## src/rtl/serial_addsub.sv

```systemverilog
// serial_addsub
//   Digit-serial adder/subtractor. Operands are latched on acceptance, then
//   DIGIT bits per clock are pushed LSB-first through a DIGIT-bit ripple of
//   full adders with a registered carry between digits. The result is
//   assembled in a shift register and published when the last digit is done.
//   Subtraction is A + ~B + ~c_in, so c_out is the raw carry (1 = no borrow).
//
// Parameters
//   WIDTH  operand/result width (>= 2)
//   DIGIT  bits processed per clock (must divide WIDTH)
//
// Ports
//   clk, rst_n           clock, asynchronous active-low reset
//   in_valid / in_ready  operand handshake (in_ready high only in IDLE)
//   a, b, c_in, sub      operands, carry/borrow-in, 0:add 1:subtract
//   out_valid/out_ready  result handshake
//   sum, c_out           registered result and carry out of the MSB
//   ovf                  signed overflow, present only with ADDSUB_OVF_EN
//
// Build option
//   `define ADDSUB_OVF_EN  adds the ovf port and its sign-bit registers.

module serial_addsub #(
  parameter int WIDTH = 8,
  parameter int DIGIT = 1
) (
  input  logic             clk,
  input  logic             rst_n,
  input  logic             in_valid,
  output logic             in_ready,
  input  logic [WIDTH-1:0] a,
  input  logic [WIDTH-1:0] b,
  input  logic             c_in,
  input  logic             sub,
  output logic             out_valid,
  input  logic             out_ready,
  output logic [WIDTH-1:0] sum,
  output logic             c_out
`ifdef ADDSUB_OVF_EN
  ,
  output logic             ovf
`endif
);

  localparam int N     = WIDTH / DIGIT;
  localparam int CNT_W = $clog2(N + 1);

  generate
    if (WIDTH < 2 || DIGIT < 1 || (WIDTH % DIGIT) != 0) begin : g_param_err
      $error("serial_addsub: WIDTH must be >= 2 and a multiple of DIGIT");
    end
  endgenerate

  typedef enum logic [1:0] {
    S_IDLE = 2'd0,
    S_RUN  = 2'd1,
    S_DONE = 2'd2
  } state_t;

  state_t             r_state;
  logic               r_in_ready;
  logic               r_out_valid;
  logic [WIDTH-1:0]   r_a;
  logic [WIDTH-1:0]   r_b;       // B already inverted for subtraction
  logic [WIDTH-1:0]   r_acc;     // result digits enter from the MSB side
  logic               r_carry;
  logic [CNT_W-1:0]   r_count;
  logic [WIDTH-1:0]   r_sum;
  logic               r_c_out;
`ifdef ADDSUB_OVF_EN
  logic               r_a_msb;
  logic               r_b_msb;
  logic               r_ovf;
`endif

  logic [DIGIT-1:0]   w_digit;
  logic [DIGIT:0]     w_chain;
  logic [WIDTH-1:0]   w_acc_next;

  // DIGIT-bit full-adder ripple seeded by the registered carry
  always_comb begin
    w_digit    = '0;
    w_chain    = '0;
    w_chain[0] = r_carry;
    for (int unsigned i = 0; i < DIGIT; i++) begin
      w_digit[i]     = r_a[i] ^ r_b[i] ^ w_chain[i];
      w_chain[i + 1] = (r_a[i] & r_b[i]) | (w_chain[i] & (r_a[i] ^ r_b[i]));
    end
  end

  // Shift the new digit in at the top; written as a shift of the
  // concatenation so DIGIT == WIDTH needs no special case.
  assign w_acc_next = WIDTH'({w_digit, r_acc} >> DIGIT);

  always_ff @(posedge clk or negedge rst_n) begin
    if (!rst_n) begin
      r_state     <= S_IDLE;
      r_in_ready  <= 1'b1;
      r_out_valid <= 1'b0;
      r_a         <= '0;
      r_b         <= '0;
      r_acc       <= '0;
      r_carry     <= 1'b0;
      r_count     <= '0;
      r_sum       <= '0;
      r_c_out     <= 1'b0;
`ifdef ADDSUB_OVF_EN
      r_a_msb     <= 1'b0;
      r_b_msb     <= 1'b0;
      r_ovf       <= 1'b0;
`endif
    end else begin
      case (r_state)
        S_IDLE: begin
          if (in_valid) begin
            r_a        <= a;
            r_b        <= sub ? ~b : b;
            r_carry    <= sub ^ c_in;
            r_count    <= '0;
            r_in_ready <= 1'b0;
            r_state    <= S_RUN;
`ifdef ADDSUB_OVF_EN
            r_a_msb    <= a[WIDTH-1];
            r_b_msb    <= sub ^ b[WIDTH-1];
`endif
          end
        end
        S_RUN: begin
          r_a     <= r_a >> DIGIT;
          r_b     <= r_b >> DIGIT;
          r_acc   <= w_acc_next;
          r_carry <= w_chain[DIGIT];
          r_count <= r_count + 1'b1;
          if (r_count == CNT_W'(N - 1)) begin
            r_sum       <= w_acc_next;
            r_c_out     <= w_chain[DIGIT];
            r_out_valid <= 1'b1;
            r_state     <= S_DONE;
`ifdef ADDSUB_OVF_EN
            r_ovf       <= (r_a_msb == r_b_msb) && (w_acc_next[WIDTH-1] != r_a_msb);
`endif
          end
        end
        S_DONE: begin
          if (out_ready) begin
            r_out_valid <= 1'b0;
            r_in_ready  <= 1'b1;
            r_state     <= S_IDLE;
          end
        end
        default: begin
          r_out_valid <= 1'b0;
          r_in_ready  <= 1'b1;
          r_state     <= S_IDLE;
        end
      endcase
    end
  end

  assign in_ready  = r_in_ready;
  assign out_valid = r_out_valid;
  assign sum       = r_sum;
  assign c_out     = r_c_out;
`ifdef ADDSUB_OVF_EN
  assign ovf       = r_ovf;
`endif

endmodule
```

## config.mk

```make
export PLATFORM = sky130hd
export DESIGN_NAME = serial_addsub
export DESIGN_NICKNAME = d
export VERILOG_FILES = /design/src/rtl/serial_addsub.sv
export SDC_FILE = /design/constraint.sdc
export NUM_CORES = 1
export LEC_CHECK = 0
export ABC_CLOCK_PERIOD_IN_PS = 2310
export CAP_MARGIN = 20
export CORE_MARGIN = 5
export CORE_UTILIZATION = 45
export DETAILED_ROUTE_END_ITERATION = 10
export PLACE_DENSITY = 0.7
export SLEW_MARGIN = 20
export SYNTH_ARGS = -nofsm -noshare
export SYNTH_HDL_FRONTEND = slang
export SYNTH_SLANG_ARGS = --single-unit
```

## constraint.sdc

```tcl
create_clock -name clk -period 2.31 [get_ports clk]
set_clock_uncertainty 0.1 [all_clocks]
set_input_delay 0.231 -clock clk [delete_from_list [all_inputs] [get_ports clk]]
set_output_delay 0.231 -clock clk [all_outputs]
set_load 0.02 [all_outputs]
```

==> results by group, run 1 <==
Clock tree
  • # hold bufs at CTS: 1
  • Htree depth: 2
  • Post_cts resized: 0
  • # Post-CTS Setup Buffers: 0
  • CTS tree: done
  • Clk sink count: 41
  • Skew-Pair Late Insertion Delay: between 0.2 and 0.3 ns
  • Clock Pin Slew Worst Setup and Hold Paths: approximately 0.080 ns
  • TritonCTS Buffers: 5
  • Root buffer cell: clkbuf_8
  • CTS Buffer Depth: 2

Global route
  • Initial antenna violation count: 0
  • Grt ovf: 0
  • First-pass GRT wire length: approximately 6200 um
  • GRT Util Overall: between 10% and 20%
  • Vias in the first global route: between 1000 and 1500
  • Largest net degree at the start of global routing: 42

Power
  • PD cells: 1170 nW/um^2
  • Clk pwr share: between 10% and 20%
  • Power Total: 2.77 mW
  • Combinational share of power: 38.9%
  • Int Pwr: ~1.8 mW
  • Switch Pwr: roughly 1.0 mW
  • VDD IR max: between 0.5 and 0.6 mV
  • Switching share of power: between 30% and 40%
  • Sequential power share: approximately 45%
  • Leakage Power: 1.08 nW

Timing
  • # setup viols final: 0
  • Final Worst Setup Slack: between 0.4 and 0.5 ns
  • Fin. max-slew vios: 0
  • Fin crit period: approximately 1.8 ns
  • Hold Fails Final Rpt: 0
  • Slew HR: just over 40%
  • Unrepaired setup endpoints after global routing: false
  • Final setup TNS: 0 ns
  • Hold_ws: 0.379 ns
  • Worst Tran Pin Value: about 0.89 ns
  • Final worst-path cycle share: between 70% and 80%
  • Max Freq: 0.543 GHz

Setup path
  • Max stage delay on crit path: ~0.53 ns
  • Cell Chain, Critical Path: nand2b_1 -> nor3_4 -> mux2_2
  • WP buf/inv: 0
  • Slowest-stage cell, CP: nor3_4
  • Type of the worst setup path: register to register
  • CP Launch Type: register
  • CP Capture Type: register
  • CP delay by family, top: simple AND/OR/NAND/NOR gates
  • Required time worst endpoint: ~2.4 ns
  • Max FO, Critical Path: 11
  • Arrival @ worst endpoint: around 1.9 ns

Status
  • Status: finished clean

Route
  • First-pass DRT Iterations: 5
  • Via count of the routed design: approximately 1400
  • Drt total wl: approximately 3800 um
  • Via-per-instance ratio: roughly 5.4
  • Wire length per cell: roughly 14 um
  • Antenna Violating Nets Remaining: 0
  • Drt initial violations: just under 70
  • DRC viols: 0

Yosys
  • Top post-synthesis cells by area: dfrtp_1, a22oi_1, nand2_1
  • Dominant cell type by area after synthesis: dfrtp_1
  • Syn_area_per_cell: 10.6 um^2
  • Synthesized area: approximately 1900 um^2
  • Seq/Total Area, Yosys: 53.8%
  • Ys Warns: 0
  • Synth top area share: between 50% and 60%
  • Cells after Synth: 180
  • EDFF count, synth: 0
  • Ys flop type: dfrtp_1
  • Synth cell types: 28
  • Synthesized net count: around 200
  • Register bit total from synthesis: 41
  • Ys async rst share: between 90% and 100%

Placement
  • GP Congestion: 0.758
  • Port buffer count: 32
  • Post-DP HPWL: roughly 2600 um
  • Pre-CTS setup slack: between 0.4 and 0.5 ns

Finish
  • Ant. Diodes: 0
  • Fill count: roughly 340
  • Layout cell share with drive strength beyond 1: approximately an eighth
  • P&R area growth vs syn: 24.0%
  • Nets: 239

Die
  • Die height: between 70 and 80 um
  • Initial Utilization: 47.1%
  • Die Footprint: about 5600 um^2
  • Core Area: ~4100 um^2
  • Die Span X: ~75 um
  • I/O pin count: 33
  • Row Count: 23

Worst hold path
  • Hold Path Class: register to register

Flow run
  • Max_cap viols: 0
worst paths after layout:
path                            start    endpoint  slack (ns)  cells after the start
hold reg to reg              r_acc[1]    r_acc[1]        0.38                      2
hold / removal               r_acc[1]    r_acc[1]        0.38                      2
min in group asynchronous       rst_n      sum[0]        0.49                      2
setup reg to reg           r_state[1]       c_out        0.47                      3
setup / recovery           r_state[1]       c_out        0.47                      3
max in group asynchronous       rst_n  r_count[1]        1.06                      2
cells in the mapped netlist (all sizes together), types with 2 or more instances:
master / instances
o21ai: 11
dfrtp: 40
nor2: 7
a21o: 2
a21oi: 11
mux2: 10
a22o: 2
nor3b: 2
buf: 6
clkbuf: 5
nor2b: 11
xor2: 9
a22oi: 18
nand3: 2
nand2: 33
per-stage QoR:
stage / area, um^2 / instances / util [%]
floorplan: 1910 / 180 / -
global placement: 2270 / 257 / 56.0
global route: 2370 / 266 / 58.4
detailed placement: 2270 / 257 / 56.0
finish: 2370 / 266 / 58.4
CTS: 2370 / 266 / 58.4
flip-flops by register name, indices dropped and copies added (netlist names):
name	cells
c_out	1
out_valid	1
in_ready	1
r_acc	7
r_a	8
r_state	2
sum	8
r_count	4
r_carry	1
r_b	8
power groups by stage:
| stage | logic (mW) | registers (mW) | clock network (mW) |
|---|---|---|---|
| 4_1_cts | 1.09 | 1.23 | 0.480 |
| 6_report | 1.08 | 1.23 | 0.460 |
| 3_5_place_dp | 1.08 | 1.25 | 0 |
| 3_3_place_gp | 1.06 | 1.23 | 0 |
| 2_1_floorplan | 0.640 | 1.30 | 0 |
| 5_1_grt | 1.21 | 1.27 | 0.508 |
worst register-to-register path: stages (launching register included):
cell and delay [ns]:
dfrtp_1 0.38, nand2b_1 0.31, nor3_4 0.54, mux2_2 0.41
cells by family after synthesis:
| group | share of synthesized area (%) |
|---|---|
| mux | 5.89 |
| buf+inv | 3.41 |
| fa+ha+maj | 1.70 |
| simple gates | 14.2 |
| compound gates | 16.9 |
| xor+xnor | 4.13 |
| flops | 53.8 |
final cells by class:
class                           count  area (um^2)  area share [%]
Clock inverter                      3         17.5           0.740
Sequential cell                    41         1030            43.4
Inverter                            1         3.75           0.158
Timing Repair Buffer               39          370            15.6
Clock buffer                        5         68.8            2.91
Tap cell                           50         62.6            2.64
Multi-Input combinational cell    127          818            34.5
layer usage:
metal / vias up / track usage (%) / part of all wire (%)
met5: - / 0 / 0
met4: 0 / 4.85 / 1.4
met3: 5 / 4.27 / 5.1
met2: 30 / 24.3 / 48
met1: 705 / 18.3 / 45
li1: 699 / - / -
cell usage in the layout (no fill, tap or decap), types with 2 or more instances in the layout:
| cell | instances |
|---|---|
| nor2b_1 | 11 |
| clkdlybuf4s50_1 | 31 |
| dfrtp_1 | 40 |
| xor2_1 | 9 |
| nand3_1 | 2 |
| buf_4 | 6 |
| a21oi_1 | 11 |
| clkinv_2 | 2 |
| a21o_1 | 2 |
| o21ai_0 | 11 |
| a22oi_1 | 18 |
| nand2_1 | 33 |
| mux2_2 | 10 |
| nor2_1 | 7 |
| clkbuf_8 | 5 |
| a22o_1 | 2 |
Note: power is estimated with default switching activity, not from simulation.
==> inputs of run 2 (changes only) <==
- ABC_CLOCK_PERIOD_IN_PS: 2310 -> 1500
- PLACE_DENSITY: 0.7 -> 0.72
- clock period: 2.31 -> 1.5 ns (I/O delays scaled with it)
==> results by group, run 2 (same netlist as run 1, synthesis figures left out) <==
Finish
  • Most frequent cells in the layout: dfrtp_1, nand2_1, buf_4, clkdlybuf4s50_1, a22oi_1
  • Nets: approximately 260
  • P&R area growth vs syn: 35.3%
  • Fill count: 299
  • Layout cell share with drive strength beyond 1: a little over a fifth
  • Most common cell after layout, fill and taps aside: dfrtp_1
  • Area of the multi-input gates: roughly 840 um^2
  • Final core occ: a little under two thirds
  • Ant. Diodes: 0
  • Storage cell area: 1030 um^2

Route
  • First-pass DRT Iterations: 4
  • Wire length per cell: around 14 um
  • Uppermost layer routed: met4
  • Routed wl met3: approximately 250 um
  • Via count of the routed design: between 1500 and 2000
  • Met1 wire length: roughly 1800 um
  • Drt initial violations: between 100 and 150
  • Drt total wl: around 4000 um
  • Antenna Violating Nets Remaining: 0
  • Via-per-instance ratio: 5.31
  • DRC viols: 0
  • Wire length on met2: roughly 1900 um

Clock tree
  • CTS Buffer Depth: 2
  • Clock Pin Slew Worst Setup and Hold Paths: 0.08 ns
  • Skew-Pair Late Insertion Delay: 0.30 ns
  • CTS tree: done
  • Root buffer cell: clkbuf_8
  • TritonCTS Buffers: 5
  • Clk sink count: between 40 and 50
  • # Post-CTS Setup Buffers: 0
  • Htree depth: 2

Timing
  • Final setup TNS: 0 ns
  • Fin crit period: between 1 and 1.5 ns
  • Hold Fails Final Rpt: 0
  • # setup viols final: 0
  • Worst Tran Pin Value: between 0.5 and 0.6 ns
  • Unrepaired setup endpoints after global routing: true
  • Slew HR: around two thirds
  • Fin. max-slew vios: 0
  • Final worst-path cycle share: roughly 100%
  • Max Freq: approximately 0.67 GHz
  • Hold_ws: ~0.35 ns
  • Final Worst Setup Slack: 0.00216 ns

Setup path
  • Reg2Reg Setup Slack: between 0.002 and 0.0025 ns
  • Max FO, Critical Path: 9
  • Arrival @ worst endpoint: 1.58 ns
  • Max stage delay on crit path: roughly 0.37 ns
  • CP Capture Type: register
  • Required time worst endpoint: 1.58 ns
  • CP Launch Type: register
  • FF-to-FF Start: r_count[0]
  • R2R depth: 5
  • Cell Chain, Critical Path: ha_2 -> nand2_2 -> nor3_4 -> buf_12 -> mux2_2
  • WP buf/inv: 1
  • CP delay by family, top: flip-flops
  • Slowest-stage cell, CP: dfrtp_1
  • Type of the worst setup path: register to register
  • R2R Path End: sum[6]

Placement
  • GP Congestion: around 0.86
  • Post-DP HPWL: a little under 3000 um
  • Port buffer count: 32
  • Pre-CTS setup slack: -0.0604 ns

Die
  • I/O pin count: 33
  • Die Span X: approximately 75 um
  • Row Count: 23
  • Die Footprint: 5650 um^2
  • Core Area: between 4000 and 5000 um^2
  • Die height: about 75 um
  • Initial Utilization: 47.1%

Power
  • VDD IR max: 0.840 mV
  • Clk pwr share: between 20% and 30%
  • Sequential power share: about two fifths
  • PD cells: around 1900 nW/um^2
  • Switching share of power: 33.8%
  • Switch Pwr: between 1.5 and 2 mW
  • Int Pwr: 3.17 mW
  • Leakage Power: about 1.3 nW
  • Combinational share of power: ~39%

Worst hold path
  • Hold Path Class: primary input to asynchronous set/reset pin

Global route
  • Initial antenna violation count: 0
  • GRT Util Overall: roughly 17%
  • Largest net degree at the start of global routing: 42
  • Vias in the first global route: around 1600
  • Grt ovf: 0
  • First-pass GRT wire length: 7090 um

Status
  • Status: finished clean

Flow run
  • Max_cap viols: 0
run 2: metal layers:
layer  GRT usage (%)  vias up
li1                -      732
met2            26.4       45
met3            4.94        8
met1            21.2      728
met5               0        -
met4            6.60        0
run 2: worst reg2reg max path: stages (launching register included):
cell and delay [ns]:
dfrtp_1 0.37, ha_2 0.19, nand2_2 0.07, nor3_4 0.17, buf_12 0.16, mux2_2 0.33
run 2: worst max-delay path by stage:
stage,slack (ns),end,cells past startpoint,start
after global placement,-0.007,c_out,5,r_count[0]
after detailed placement,-0.06,sum[6],5,r_count[0]
final,0.002,sum[6],5,r_count[0]
after floorplan,-0.02,c_out,5,r_state[1]
after global routing,-0.05,sum[0],5,r_count[0]
after CTS,-0.006,sum[6],5,r_count[0]
run 2: timing repair:
action,in CTS,in global routing
setup endpoints to repair,19,19
hold endpoints to repair,40,0
hold buffers,1,0
cloned,0,1
gates resized for setup,13,7
pin swaps,1,0
run 2: area by class of cell:
type | count | share of cell area [%]
multi-input cells | 127 | 32.6
repair buffers | 58 | 19.9
clock buffers | 5 | 2.66
inverters | 1 | 0.145
flip-flops and latches | 41 | 39.7
well taps | 50 | 2.42
clock inverters | 3 | 2.52
run 2: power by group through the flow:
stage / clock network [mW] / registers, mW / logic [mW]
final: 1.04 / 1.88 / 1.86
after global routing: 1.11 / 1.94 / 2.11
after CTS: 1.06 / 1.89 / 1.88
after detailed placement: 0 / 1.91 / 1.93
after global placement: 0 / 1.88 / 1.87
after floorplan: 0 / 2.01 / 0.997
run 2: through the flow:
| stage | power, mW | instance area [um^2] | std cells |
|---|---|---|---|
| after floorplan | 3.00 | 1920 | 180 |
| after global placement | 3.75 | 2430 | 275 |
| after detailed placement | 3.84 | 2430 | 275 |
| after CTS | 4.82 | 2570 | 284 |
| after global routing | 5.16 | 2580 | 285 |
| final | 4.79 | 2580 | 285 |
==> inputs of run 3 (changes only) <==
- CORE_ASPECT_RATIO: not set -> 1.4
==> results by group, run 3 (same netlist as run 1, synthesis figures left out) <==
Global route
  • Grt ovf: 0
  • First-pass GRT wire length: approximately 6800 um
  • Largest net degree at the start of global routing: 25
  • GRT Util Overall: between 10% and 20%
  • Vias in the first global route: 1535
  • Initial antenna violation count: 0

Die
  • Die Span X: about 65 um
  • Row Count: 28
  • Core Area: roughly 4200 um^2
  • Die Footprint: approximately 5700 um^2
  • Die height: 87.1 um
  • Initial Utilization: around 46%
  • I/O pin count: 33

Timing
  • Worst Tran Pin Value: 0.436 ns
  • Max Freq: between 0.6 and 0.7 GHz
  • Final worst-path cycle share: 99.5%
  • Fin crit period: 1.49 ns
  • Hold Fails Final Rpt: 0
  • Final setup TNS: 0 ns
  • Slew HR: 71.0%
  • # setup viols final: 0
  • Fin. max-slew vios: 0
  • Unrepaired setup endpoints after global routing: true

Finish
  • Most frequent cells in the layout: dfrtp_1, nand2_1, buf_4, clkdlybuf4s50_1, a22oi_1
  • Final non-filler cell total: about 280
  • Layout cell share with drive strength beyond 1: 21.9%
  • Ant. Diodes: 0
  • Most common cell after layout, fill and taps aside: dfrtp_1
  • Storage cell area: between 1000 and 1500 um^2
  • Final core occ: 60.7%
  • Area of the multi-input gates: 843 um^2
  • Fill count: about 380
  • Nets: about 260
  • P&R area growth vs syn: 32.5%

Status
  • Status: finished clean

Setup path
  • Max FO, Critical Path: 9
  • CP Launch Type: register
  • CP Capture Type: register
  • Type of the worst setup path: register to register
  • Arrival @ worst endpoint: 1.58 ns
  • Required time worst endpoint: ~1.6 ns
  • Reg2Reg Setup Slack: between 0.007 and 0.008 ns

Power
  • Clk pwr share: 16.2%
  • Switching share of power: about 36%
  • Int Pwr: 2.82 mW
  • Sequential power share: between 40% and 50%
  • VDD IR max: about 0.9 mV
  • Leakage Power: 1.22 nW
  • PD cells: about 1800 nW/um^2
  • Combinational share of power: between 40% and 50%
  • Switch Pwr: approximately 1.6 mW

Placement
  • Post-DP HPWL: 2930 um
  • GP Congestion: 0.763
  • Port buffer count: 32
  • Inst Count DP: 268

Route
  • Via-per-instance ratio: 5.28
  • Drt initial violations: 72
  • Antenna Violating Nets Remaining: 0
  • Wire length per cell: roughly 14 um
  • First-pass DRT Iterations: 4
  • Drt total wl: between 3000 and 4000 um
  • Via count of the routed design: 1468
  • DRC viols: 0

Clock tree
  • Htree depth: 2
  • Clk sink count: a little over 40
  • TritonCTS Buffers: 5
  • Root buffer cell: clkbuf_8
  • Skew-Pair Late Insertion Delay: 0.30 ns
  • Clock Pin Slew Worst Setup and Hold Paths: 0.08 ns
  • CTS tree: done
  • CTS Buffer Depth: 2

Flow run
  • Max_cap viols: 0

Worst hold path
  • Hold Path Class: primary input to asynchronous set/reset pin
[run 3: cell count changes in the layout (fill, tap and decap cells not counted), sizes merged]
cell      previous run  this run
clkinvlp             0         1
bufinv               2         0
buf                 26        24
clkinv               1         2
[run 3: per-stage QoR]
step | setup WS [ns] | power (mW) | cell area (um^2) | hold WS [ns]
floorplan | -0.0182 | 3.00 | 1920 | -0.246
global placement | -0.0528 | 3.75 | 2420 | 0.0211
detailed placement | -0.0811 | 3.80 | 2420 | 0.0221
CTS | -0.00528 | 4.46 | 2510 | 0.239
global route | -0.0466 | 4.80 | 2530 | 0.253
finish | 0.00769 | 4.45 | 2530 | 0.213
[run 3: area by class of cell]
type,count,area share [%]
Sequential cell,41,40.6
Multi-Input combinational cell,127,33.3
Clock inverter,3,0.692
Timing Repair Buffer,56,20.3
Tap cell,45,2.22
Clock buffer,5,2.72
Inverter,1,0.148
[run 3: power by group through the flow]
stage	combinational [mW]	sequential, mW	clock [mW]
2_1_floorplan	0.997	2.01	0
3_3_place_gp	1.84	1.90	0
3_5_place_dp	1.89	1.91	0
4_1_cts	1.83	1.89	0.733
5_1_grt	2.06	1.96	0.784
6_report	1.83	1.89	0.719
[run 3: worst paths after layout]
check / cells past startpoint / to / from
setup / recovery: 5 / sum[7] / r_count[1]
hold / removal: 2 / r_acc[1] / rst_n
setup reg to reg: 5 / sum[7] / r_count[1]
hold reg to reg: 2 / r_acc[1] / r_acc[1]
max in group asynchronous: 3 / r_state[0] / rst_n
min in group clk: 3 / r_a[0] / a[0]
[run 3: repair_timing]
action / 4_1_cts / 5_1_grt
endpoints found under the hold margin: 16 / 0
pin swaps: 1 / 0
resized for setup: 13 / 4
setup buffers: 0 / 1
hold buffers: 1 / 0
setup endpoints to repair: 20 / 15
[run 3: routing by layer]
layer	track usage, %	share of wire, %	vias up
met5	0	0	-
met4	5.09	1.2	0
met3	4.13	5.0	4
met2	26.7	52	31
met1	18.5	42	705
li1	-	-	728
[run 3: critical path, stage by stage, from the launching register on]
cell and delay, ns:
dfrtp_1 0.37, ha_2 0.19, nand2_2 0.07, nor3_4 0.17
buf_12 0.16, mux2_2 0.33
